$ cat src/rtl/pc_fetch_pkg.sv
// Shared definitions for the fetch unit: FSM encoding, reset PC default,
// and RV32 major opcodes consumed by the control unit.
package pc_fetch_pkg;

    typedef enum logic [1:0] {
        ST_FETCH   = 2'd0,
        ST_ISSUE   = 2'd1,
        ST_WAIT_BR = 2'd2
    } fetch_state_e;

    localparam logic [31:0] DEFAULT_RESET_PC = 32'h0000_0000;

    localparam logic [6:0] OP_LUI    = 7'b0110111;
    localparam logic [6:0] OP_AUIPC  = 7'b0010111;
    localparam logic [6:0] OP_JAL    = 7'b1101111;
    localparam logic [6:0] OP_JALR   = 7'b1100111;
    localparam logic [6:0] OP_BRANCH = 7'b1100011;
    localparam logic [6:0] OP_LOAD   = 7'b0000011;
    localparam logic [6:0] OP_STORE  = 7'b0100011;
    localparam logic [6:0] OP_IMM    = 7'b0010011;
    localparam logic [6:0] OP_REG    = 7'b0110011;

endpackage

$ cat src/rtl/pc_npc.sv
// Next-PC select: sequential pc+4 (wraps mod 2^32) or word-aligned redirect target.
module pc_npc (
    input  logic [31:0] pc,
    input  logic        sel_target,
    input  logic [31:0] target,
    output logic [31:0] npc
);

    assign npc = sel_target ? {target[31:2], 2'b00} : pc + 32'd4;

endmodule

$ cat src/rtl/pc_fetch.sv
// Instruction fetch unit: fetches one word per FETCH/ISSUE pair and parks in
// WAIT_BR while the control unit holds the PC for a branch or jump.
module pc_fetch
    import pc_fetch_pkg::*;
#(
    parameter logic [31:0] RESET_PC = DEFAULT_RESET_PC
) (
    input  logic        clk,
    input  logic        rst,
    output logic        imem_req,
    output logic [31:0] imem_addr,
    input  logic        imem_ack,
    input  logic [31:0] imem_rdata,
    input  logic        halt_pc,
    input  logic        br_valid,
    input  logic        br_taken,
    input  logic [31:0] br_target,
    output logic [31:0] pc,
    output logic [31:0] inst,
    output logic        inst_valid,
    output logic        pc_valid
);

    fetch_state_e state, next_state;
    logic         pc_load;
    logic         sel_target;
    logic         inst_load;
    logic         pc_resolved;
    logic [31:0]  npc;

    pc_npc u_npc (
        .pc         (pc),
        .sel_target (sel_target),
        .target     (br_target),
        .npc        (npc)
    );

    always_comb begin
        next_state  = state;
        pc_load     = 1'b0;
        sel_target  = 1'b0;
        inst_load   = 1'b0;
        pc_resolved = 1'b0;
        case (state)
            ST_FETCH: begin
                if (imem_ack) begin
                    inst_load  = 1'b1;
                    next_state = ST_ISSUE;
                end
            end
            ST_ISSUE: begin
                if (halt_pc) begin
                    next_state = ST_WAIT_BR;
                end else begin
                    pc_load    = 1'b1;
                    next_state = ST_FETCH;
                end
            end
            ST_WAIT_BR: begin
                if (br_valid) begin
                    pc_load     = 1'b1;
                    sel_target  = br_taken;
                    pc_resolved = 1'b1;
                    next_state  = ST_FETCH;
                end
            end
            default: next_state = ST_FETCH;
        endcase
    end

    always_ff @(posedge clk) begin
        if (rst) begin
            state      <= ST_FETCH;
            pc         <= RESET_PC;
            inst       <= 32'h0;
            inst_valid <= 1'b0;
            pc_valid   <= 1'b0;
        end else begin
            state      <= next_state;
            inst_valid <= inst_load;
            pc_valid   <= pc_resolved;
            if (pc_load) begin
                pc <= npc;
            end
            if (inst_load) begin
                inst <= imem_rdata;
            end
        end
    end

    // Request is gated by rst so it is low during reset even before state settles.
    assign imem_req  = (state == ST_FETCH) && !rst;
    assign imem_addr = pc;

endmodule

$ cat config.mk
export PLATFORM = sky130hd
export DESIGN_NAME = pc_fetch
export DESIGN_NICKNAME = d
export VERILOG_FILES = /design/src/rtl/pc_fetch_pkg.sv /design/src/rtl/pc_npc.sv /design/src/rtl/pc_fetch.sv
export SDC_FILE = /design/constraint.sdc
export NUM_CORES = 1
export LEC_CHECK = 0
export BUFFER_PORTS_ARGS = -buffer_cell sky130_fd_sc_hd__buf_2
export CORE_UTILIZATION = 25
export DETAILED_ROUTE_END_ITERATION = 16
export PLACE_DENSITY_LB_ADDON = 0.15
export RECOVER_POWER = 25
export SKIP_CTS_REPAIR_TIMING = 1
export SYNTH_ARGS = -nofsm -noshare
export SYNTH_HDL_FRONTEND = slang
export SYNTH_SLANG_ARGS = --single-unit
$ cat constraint.sdc
create_clock -name clk -period 3 [get_ports clk]
set_clock_uncertainty 0.1 [all_clocks]
set_input_delay 0.15 -clock clk [delete_from_list [all_inputs] [get_ports clk]]
set_output_delay 0.15 -clock clk [all_outputs]
set_load 0.05 [all_outputs]
==> results of run 1 <==
flip-flops by register name, indices dropped and copies added (netlist names):
name        cells
imem_addr      30
inst           32
inst_valid      1
pc_valid        1
state           2
tightest hold or removal path: stages:
cell and delay, ns:
buf_2 0.08, a21oi_1 0.05, o32ai_1 0.11
metal layers:
| layer | part of all wire (%) | wire length, um | up-vias |
|---|---|---|---|
| met4 | 1.5 | 176 | 2 |
| li1 | - | - | 1950 |
| met5 | 0.086 | 10 | - |
| met3 | 6.4 | 746 | 15 |
| met2 | 46 | 5350 | 136 |
| met1 | 46 | 5370 | 1770 |
worst paths after layout:
path,end,depth (start not counted)
min,imem_addr[12]$_SDFFE_PP0P_,3
max reg2reg,imem_addr[26]$_SDFFE_PP0P_,7
max,imem_addr[26]$_SDFFE_PP0P_,7
min reg2reg,inst[17]$_SDFFE_PP0P_,2
cell families after synthesis:
family / share of synthesized area (%)
buf+inv: 11.2
mux: 0.281
flops: 37.1
simple gates: 29.4
fa+ha+maj: 1.76
other cells: 0.105
compound gates: 20.1
synthesized netlist by cell type, drive strengths merged (2+ instances only):
library cell | instances | area share [%]
inv | 7 | 0.74
nor3b | 2 | 0.42
nand4 | 12 | 2.1
buf | 40 | 8.0
a22oi | 5 | 1.1
and2 | 5 | 0.91
a31oi | 5 | 0.88
a21oi | 53 | 7.4
ha | 5 | 1.8
o211ai | 6 | 1.3
nor4b | 3 | 0.74
or3 | 6 | 1.1
or4 | 4 | 0.84
nor3 | 5 | 1.0
nand2b | 3 | 0.53
o22ai | 4 | 0.70
nand3 | 24 | 3.7
and3 | 8 | 1.4
clkbuf | 23 | 2.4
a22o | 2 | 0.53
a21o | 7 | 1.5
nand2 | 101 | 11
o311ai | 3 | 0.74
a211oi | 2 | 0.42
dfxtp | 66 | 37
and4 | 2 | 0.53
nor4 | 5 | 1.3
o32ai | 2 | 0.49
nand3b | 2 | 0.42
nor2 | 30 | 3.2
o21ai | 14 | 2.0
power breakdown:
part | switching [mW] | internal, mW
Clock | 0.425 | 0.734
Sequential | 0.0325 | 0.924
Combinational | 0.358 | 0.143
final cells by class:
type | instances | area [um^2] | share of cell area [%]
clock inverters | 7 | 104 | 2.10
repair buffers | 207 | 1190 | 24.0
well taps | 180 | 225 | 4.55
inverters | 7 | 26.3 | 0.531
multi-input cells | 340 | 1860 | 37.5
flip-flops and latches | 66 | 1320 | 26.7
clock buffers | 9 | 225 | 4.55
==> results.toml, run 1 <==
[status]
outcome = "finished, violations left"
violations = "hold timing"

[die]
start_util_pct = 25.7
die_x_um = 121
pin_count = 169
coreArea_um2 = 13900
die_area_um2 = 14700
num_rows = 43
dieHeight_um = 121

[drt]
drt_iter0_markers = 152
firstDrtPassIters = 4
drc_errors = 0
routedWlPerCell_um = 14.3
wirelength_mm = 11.6
antenna_left = 0
vias_per_cell = 4.75
num_vias = 3873

[grt]
grt_max_degree = 69
grt.met1_usage_pct = 19.5
grt_pass1_vias = 3416
antenna_found_initial = 1
grt.total_usage_pct = 15.4
grt_first_pass_wirelength_mm = 17.6
grt_overflow_total = 0
use_met2_pct = 24.9
use_met3_pct = 3.85
busiest_layer = "met2"

[power_and_ir_drop]
p_leak_nw = 2.04
power_density_nw_per_um2 = 529
power_mw = 2.62
ir_drop_v = 0.000259

[worst_setup_path]
crit_arrival_ns = 2.56
ff2ff_setup_slack_ns = 0.62
cp_max_fo = 11
start_kind = "flip-flop"
cp.required_ns = 3.18
path_cells = "inv_1, ha_1, nand2_1, a21boi_2, nand2_1, or4_1, nand3_1"
critPathSlowestCell = "or4_1"
critPathKind = "reg -> reg"
end_kind = "flip-flop"
worstReg2RegStart = "state[0]$_SDFFE_PP0P_"
cpMostUsedCell = "nand2_1"
crit_start = "state[0]$_SDFFE_PP0P_"
cp_slowest_stage_delay_ns = 0.53
cpLargestDelayFamily = "simple AND/OR/NAND/NOR gates"
path_buf_inv = 1

[logic_synthesis]
syn_area_per_cell_um2 = 7.53
synth_edf_count = 0
synthCells = 473
ys.flop_type = "dfxtp_1"
yosysUniqueCellTypes = 62
ys_seq_elements = 66
ys_warn_count = 0
seq_area_frac_synth_pct = 37.1
async_flop_share_pct = 0
synth_area_um2 = 3560

[sta]
fin_crit_sh_pct = 79.4
slew_headroom_pct = 24.9
finalCriticalPeriod_ns = 2.38
worst_pin_slew_ns = 1.13
hold_viol = 1
fmax_mhz = 420
setup-tns-final_ns = 0
fin_ws_ns = 0.617
fin_hold_ws_ns = -0.00330
rsz0062_at_grt = "false"
setup_viol_count_final = 0
slew_violations = 0

[clock_tree]
insertion_delay_ns = 0.33
htreeDepth = 3
cts_made_buffers = 9
cts_tree = "yes"
cts.sinks = 66
clockBufferDepth = 2
clock-root-buffer = "clkbuf_16"
path_clk_slew_ns = 0.06

[finish]
fin_area_um2 = 4950
area_growth_syn_to_layout_pct = 38.9
final_cell_mix = "buf_2, nand2_1, dfxtp_1"
fin_util_pct = 35.6
final_nets = 706
fill_cells = 1526
diodes = 0
final_cells = 816
final_common_cell = "buf_2"
drive_gt1_share_pct = 25.5

[placement]
place_hpwl_mm = 8.00
place_area_um2 = 4310
gp_congestion = 0.822
dpl.cell_count = 765
pre_cts_ws_ns = 0.581
portBuffers = 162

[hold_path]
hp-class = "in -> reg"
min_from = "br_target[12]"

[flow_run]
drv_cap = 0
No activity file was read; power rests on OpenSTA's default activity.
==> run 2: changes to the inputs <==
- clock period: 3 -> 2 ns (I/O delays scaled with it)
==> run 2 against run 1 <==
Net effect:
- the run now ends clean
- fmax up 24%
- final cell count up 3.6%
- via count up 4.3%
- die area unchanged
- sequential share of layout area down 1.1 points
- hold slack better by 0.0064 ns
- sequential power up 47%
- non-clock buffer count up 29
- cell area up 8.2%
- setup slack worse by 0.53 ns
- flip-flop and latch count unchanged
- critical path type unchanged
- largest cell class unchanged
==> results.toml, run 2 (synthesis results as in run 1) <==
[sta]
worst_pin_slew_ns = 0.672
slew_headroom_pct = 55.4
rsz0062_at_grt = "true"
finalCriticalPeriod_ns = 1.92
fmax_mhz = 522
setup_viol_count_final = 0
slew_violations = 0
fin_ws_ns = 0.0828
hold_viol = 0
fin_crit_sh_pct = 95.9

[grt]
grt_max_degree = 69
grt_first_pass_wirelength_mm = 18.3
grt_pass1_vias = 3400
grt.total_usage_pct = 16.2
grt_overflow_total = 0
antenna_found_initial = 0

[placement]
pre_cts_ws_ns = -0.0132
portBuffers = 162
gp_congestion = 0.755
place_hpwl_mm = 8.34

[drt]
drc_errors = 0
vias_per_cell = 4.78
num_vias = 4040
wirelength_mm = 12.3
antenna_left = 0
firstDrtPassIters = 4
drt_iter0_markers = 212
routedWlPerCell_um = 14.5

[finish]
final_nets = 735
final_cell_mix = "buf_2, nand2_1, a21oi_1"
fin_util_pct = 38.6
final_common_cell = "buf_2"
top_register = "inst"
diodes = 0
largest_register_ffs = 32
drive_gt1_share_pct = 34.7
area_growth_syn_to_layout_pct = 50.3

[worst_setup_path]
crit_arrival_ns = 2.03
ff2ff_setup_slack_ns = 0.08
cp.required_ns = 2.11
worstReg2RegStart = "state[0]$_SDFFE_PP0P_"
critPathKind = "reg -> reg"
start_kind = "flip-flop"
cp_max_fo = 35
r2r_end = "imem_addr[10]$_SDFFE_PP0P_"
crit_start = "state[0]$_SDFFE_PP0P_"
end_kind = "flip-flop"
cp-endpoint = "imem_addr[10]$_SDFFE_PP0P_"
r2r_cells = 8

[power_and_ir_drop]
power_density_nw_per_um2 = 750
p_leak_nw = 2.30
ir_drop_v = 0.000330
power_mw = 4.01

[clock_tree]
clockBufferDepth = 2
clock-root-buffer = "clkbuf_16"
cts.sinks = 66
insertion_delay_ns = 0.34
cts_tree = "yes"
cts_made_buffers = 9
htreeDepth = 3
path_clk_slew_ns = 0.06

[die]
num_rows = 43
start_util_pct = 25.7
coreArea_um2 = 13900
die_x_um = 121
pin_count = 169
dieHeight_um = 121
die_area_um2 = 14700

[hold_path]
hp-class = "in -> reg"

[flow_run]
drv_cap = 0

[status]
outcome = "finished, final reports clean"
run 2: changes by cell type in the layout (fill, tap and decap cells not counted), sizes merged:
cell	delta
bufinv	-1
clkinv	-3
dlygate4sd3	+4
clkbuf	-12
inv	+1
buf	+40
run 2: layout make-up:
class,count,area [um^2]
Clock buffer,12,279
Clock inverter,4,53.8
Fill cell,1505,8530
Inverter,7,26.3
Multi-Input combinational cell,340,1920
Sequential cell,66,1370
Tap cell,180,225
Timing Repair Buffer,236,1480
run 2: worst min path at each step:
stage	start	end	slack [ns]	cells after the start
2_1_floorplan	imem_ack	inst_valid$_SDFF_PP0_	0.12	1
3_3_place_gp	imem_rdata[15]	inst[15]$_SDFFE_PP0P_	0.24	3
3_5_place_dp	imem_rdata[15]	inst[15]$_SDFFE_PP0P_	0.25	3
4_1_cts	imem_rdata[15]	inst[15]$_SDFFE_PP0P_	-0.12	3
5_1_grt	br_target[6]	imem_addr[6]$_SDFFE_PP0P_	0.04	3
6_report	br_target[22]	imem_addr[22]$_SDFFE_PP0P_	0.003	3
run 2: power breakdown:
| group | internal [mW] | leakage, nW | total, mW | switching, mW |
|---|---|---|---|---|
| clock network | 1.12 | 0.164 | 1.76 | 0.639 |
| registers | 1.37 | 0.551 | 1.41 | 0.0385 |
| logic | 0.267 | 1.58 | 0.838 | 0.572 |
| total | 2.76 | 2.30 | 4.01 | 1.25 |
run 2: critical path, cell delays in order, from the launching register on:
cell	delay, ns
dfxtp_1	0.32
inv_1	0.11
ha_1	0.21
and3_4	0.24
buf_12	0.19
buf_4	0.20
nor2_1	0.05
a32oi_1	0.22
o32ai_1	0.12
run 2: metrics by stage:
step | hold WS [ns] | instance area [um^2] | std cells | setup TNS (ns)
after global placement | 0.242 | 4580 | 788 | 0
after detailed placement | 0.246 | 4580 | 788 | -0.0132
after global routing | 0.0426 | 5350 | 845 | -0.0158
final | 0.00315 | 5350 | 845 | 0
after floorplan | 0.122 | 3630 | 476 | -0.00619
after CTS | -0.123 | 4910 | 804 | -0.0635
run 2: layer usage:
metal  track usage, %  part of all wire, %  vias up
li1                 -                    -     2005
met5                0                    0        -
met2             25.1                   46      110
met1             22.2                   48     1912
met3             2.35                  3.5       13
met4             7.18                  1.7        0
==> run 3: changes to the inputs <==
- CORE_UTILIZATION: 25 -> 40
==> run 3 against run 2 <==
Net effect:
- the flow now finishes with violations (hold timing)
- global-route usage grew 5.4 points
- via count shrank 0.22%
- register-to-register slack is essentially flat
- critical path type unchanged
- critical endpoint is now imem_addr[29]$_SDFFE_PP0P_
- largest cell class unchanged
- largest power group is now registers
==> results.toml, run 3 (synthesis results as in run 1) <==
[worst_setup_path]
cp_max_fo = 7
crit_start = "state[0]$_SDFFE_PP0P_"
cp.required_ns = 2.18
crit_arrival_ns = 2.09
end_kind = "flip-flop"
start_kind = "flip-flop"
critPathKind = "reg -> reg"
r2r_cells = 6
path_cells = "inv_2, ha_4, a21boi_2, nand2_1, or4_1, nand3_1"
cp_slowest_stage_delay_ns = 0.51
critPathSlowestCell = "or4_1"
worstReg2RegStart = "state[0]$_SDFFE_PP0P_"

[sta]
slew_headroom_pct = 57.1
slew_violations = 0
fmax_mhz = 523
setup_viol_count_final = 0
fin_ws_ns = 0.0890
finalCriticalPeriod_ns = 1.91
worst_pin_slew_ns = 0.646
fin_crit_sh_pct = 95.6
fin_hold_ws_ns = -0.00204
rsz0062_at_grt = "false"
hold_viol = 2

[clock_tree]
path_clk_slew_ns = 0.08
cts_made_buffers = 9
clock-root-buffer = "clkbuf_8"
clockBufferDepth = 2
htreeDepth = 3
cts.sinks = 66
insertion_delay_ns = 0.34
cts_tree = "yes"

[status]
violations = "hold timing"
outcome = "finished, violations left"

[placement]
dpl.cell_count = 711
gp_congestion = 0.819
portBuffers = 162
place_hpwl_mm = 7.43
pre_cts_ws_ns = 0.0236

[finish]
final_cell_mix = "buf_2, nand2_1, a21oi_1"
multi_input_area_um2 = 1910
final_common_cell = "buf_2"
area_growth_syn_to_layout_pct = 43.4
final-seq-area_um2 = 1370
largest_register_ffs = 32
final_nets = 730
top_register = "inst"
diodes = 0
fill_cells = 832
drive_gt1_share_pct = 32.7
final_cells = 768

[grt]
grt_pass1_vias = 3141
antenna_found_initial = 0
grt_max_degree = 48
grt_overflow_total = 0
grt.total_usage_pct = 21.6
grt_first_pass_wirelength_mm = 15.5

[die]
coreArea_um2 = 8680
die_x_um = 96.4
start_util_pct = 41.0
pin_count = 169
num_rows = 34
dieHeight_um = 96.4
die_area_um2 = 9280

[drt]
routedWlPerCell_um = 14.4
antenna_left = 0
firstDrtPassIters = 4
wirelength_mm = 11.0
vias_per_cell = 5.25
drt_iter0_markers = 270
drc_errors = 0
num_vias = 4031

[power_and_ir_drop]
p_leak_nw = 2.16
power_mw = 3.59
power_density_nw_per_um2 = 704
ir_drop_v = 0.000525

[hold_path]
min_from = "br_target[22]"
hp-class = "in -> reg"
holdPathStages = 3

[flow_run]
drv_cap = 0
run 3: changes by cell type in the layout (fill, tap and decap cells not counted), moves of 6 or more:
cell | before | now
buf_2 | 139 | 125
clkbuf_1 | 24 | 38
clkbuf_8 | 0 | 9
clkbuf_16 | 11 | 3
buf_4 | 31 | 25
run 3: final timing paths:
| kind | end | slack [ns] |
|---|---|---|
| min reg2reg | inst[3]$_SDFFE_PP0P_ | 0.35 |
| max reg2reg | imem_addr[29]$_SDFFE_PP0P_ | 0.09 |
| min | imem_addr[22]$_SDFFE_PP0P_ | -0.002 |
| max | imem_addr[29]$_SDFFE_PP0P_ | 0.09 |
run 3: layout make-up:
| type | count | area share (%) |
|---|---|---|
| clock buffers | 13 | 3.97 |
| clock inverters | 3 | 0.931 |
| inverters | 7 | 0.515 |
| multi-input cells | 340 | 37.5 |
| flip-flops and latches | 66 | 26.9 |
| well taps | 108 | 2.65 |
| repair buffers | 231 | 27.5 |
run 3: where the power goes:
group	internal (mW)	total (mW)	switching, mW
logic	0.246	0.804	0.558
clock network	0.812	1.37	0.560
registers	1.37	1.42	0.0439
run 3: stage by stage:
step                instance area [um^2]  setup TNS, ns  utilization, %
floorplan                           3630       -0.00619               -
global placement                    4430              0            51.0
detailed placement                  4430              0            51.0
CTS                                 4680      -0.000493            53.9
global route                        5110              0            58.8
finish                              5110              0            58.8
run 3: worst max-delay path: cells and delay by family (launching register included):
family	cells	cell delay (ns)
simple gates	3	0.79
flops	1	0.37
fa+ha+maj	1	0.28
buf+inv	1	0.09
compound gates	1	0.22
run 3: layer usage:
layer	up-vias	part of all wire (%)	GRT usage [%]
li1	1995	-	-
met1	1860	43	29.5
met2	159	49	35.1
met3	17	6.2	3.00
met4	0	1.3	6.86
met5	-	0	0
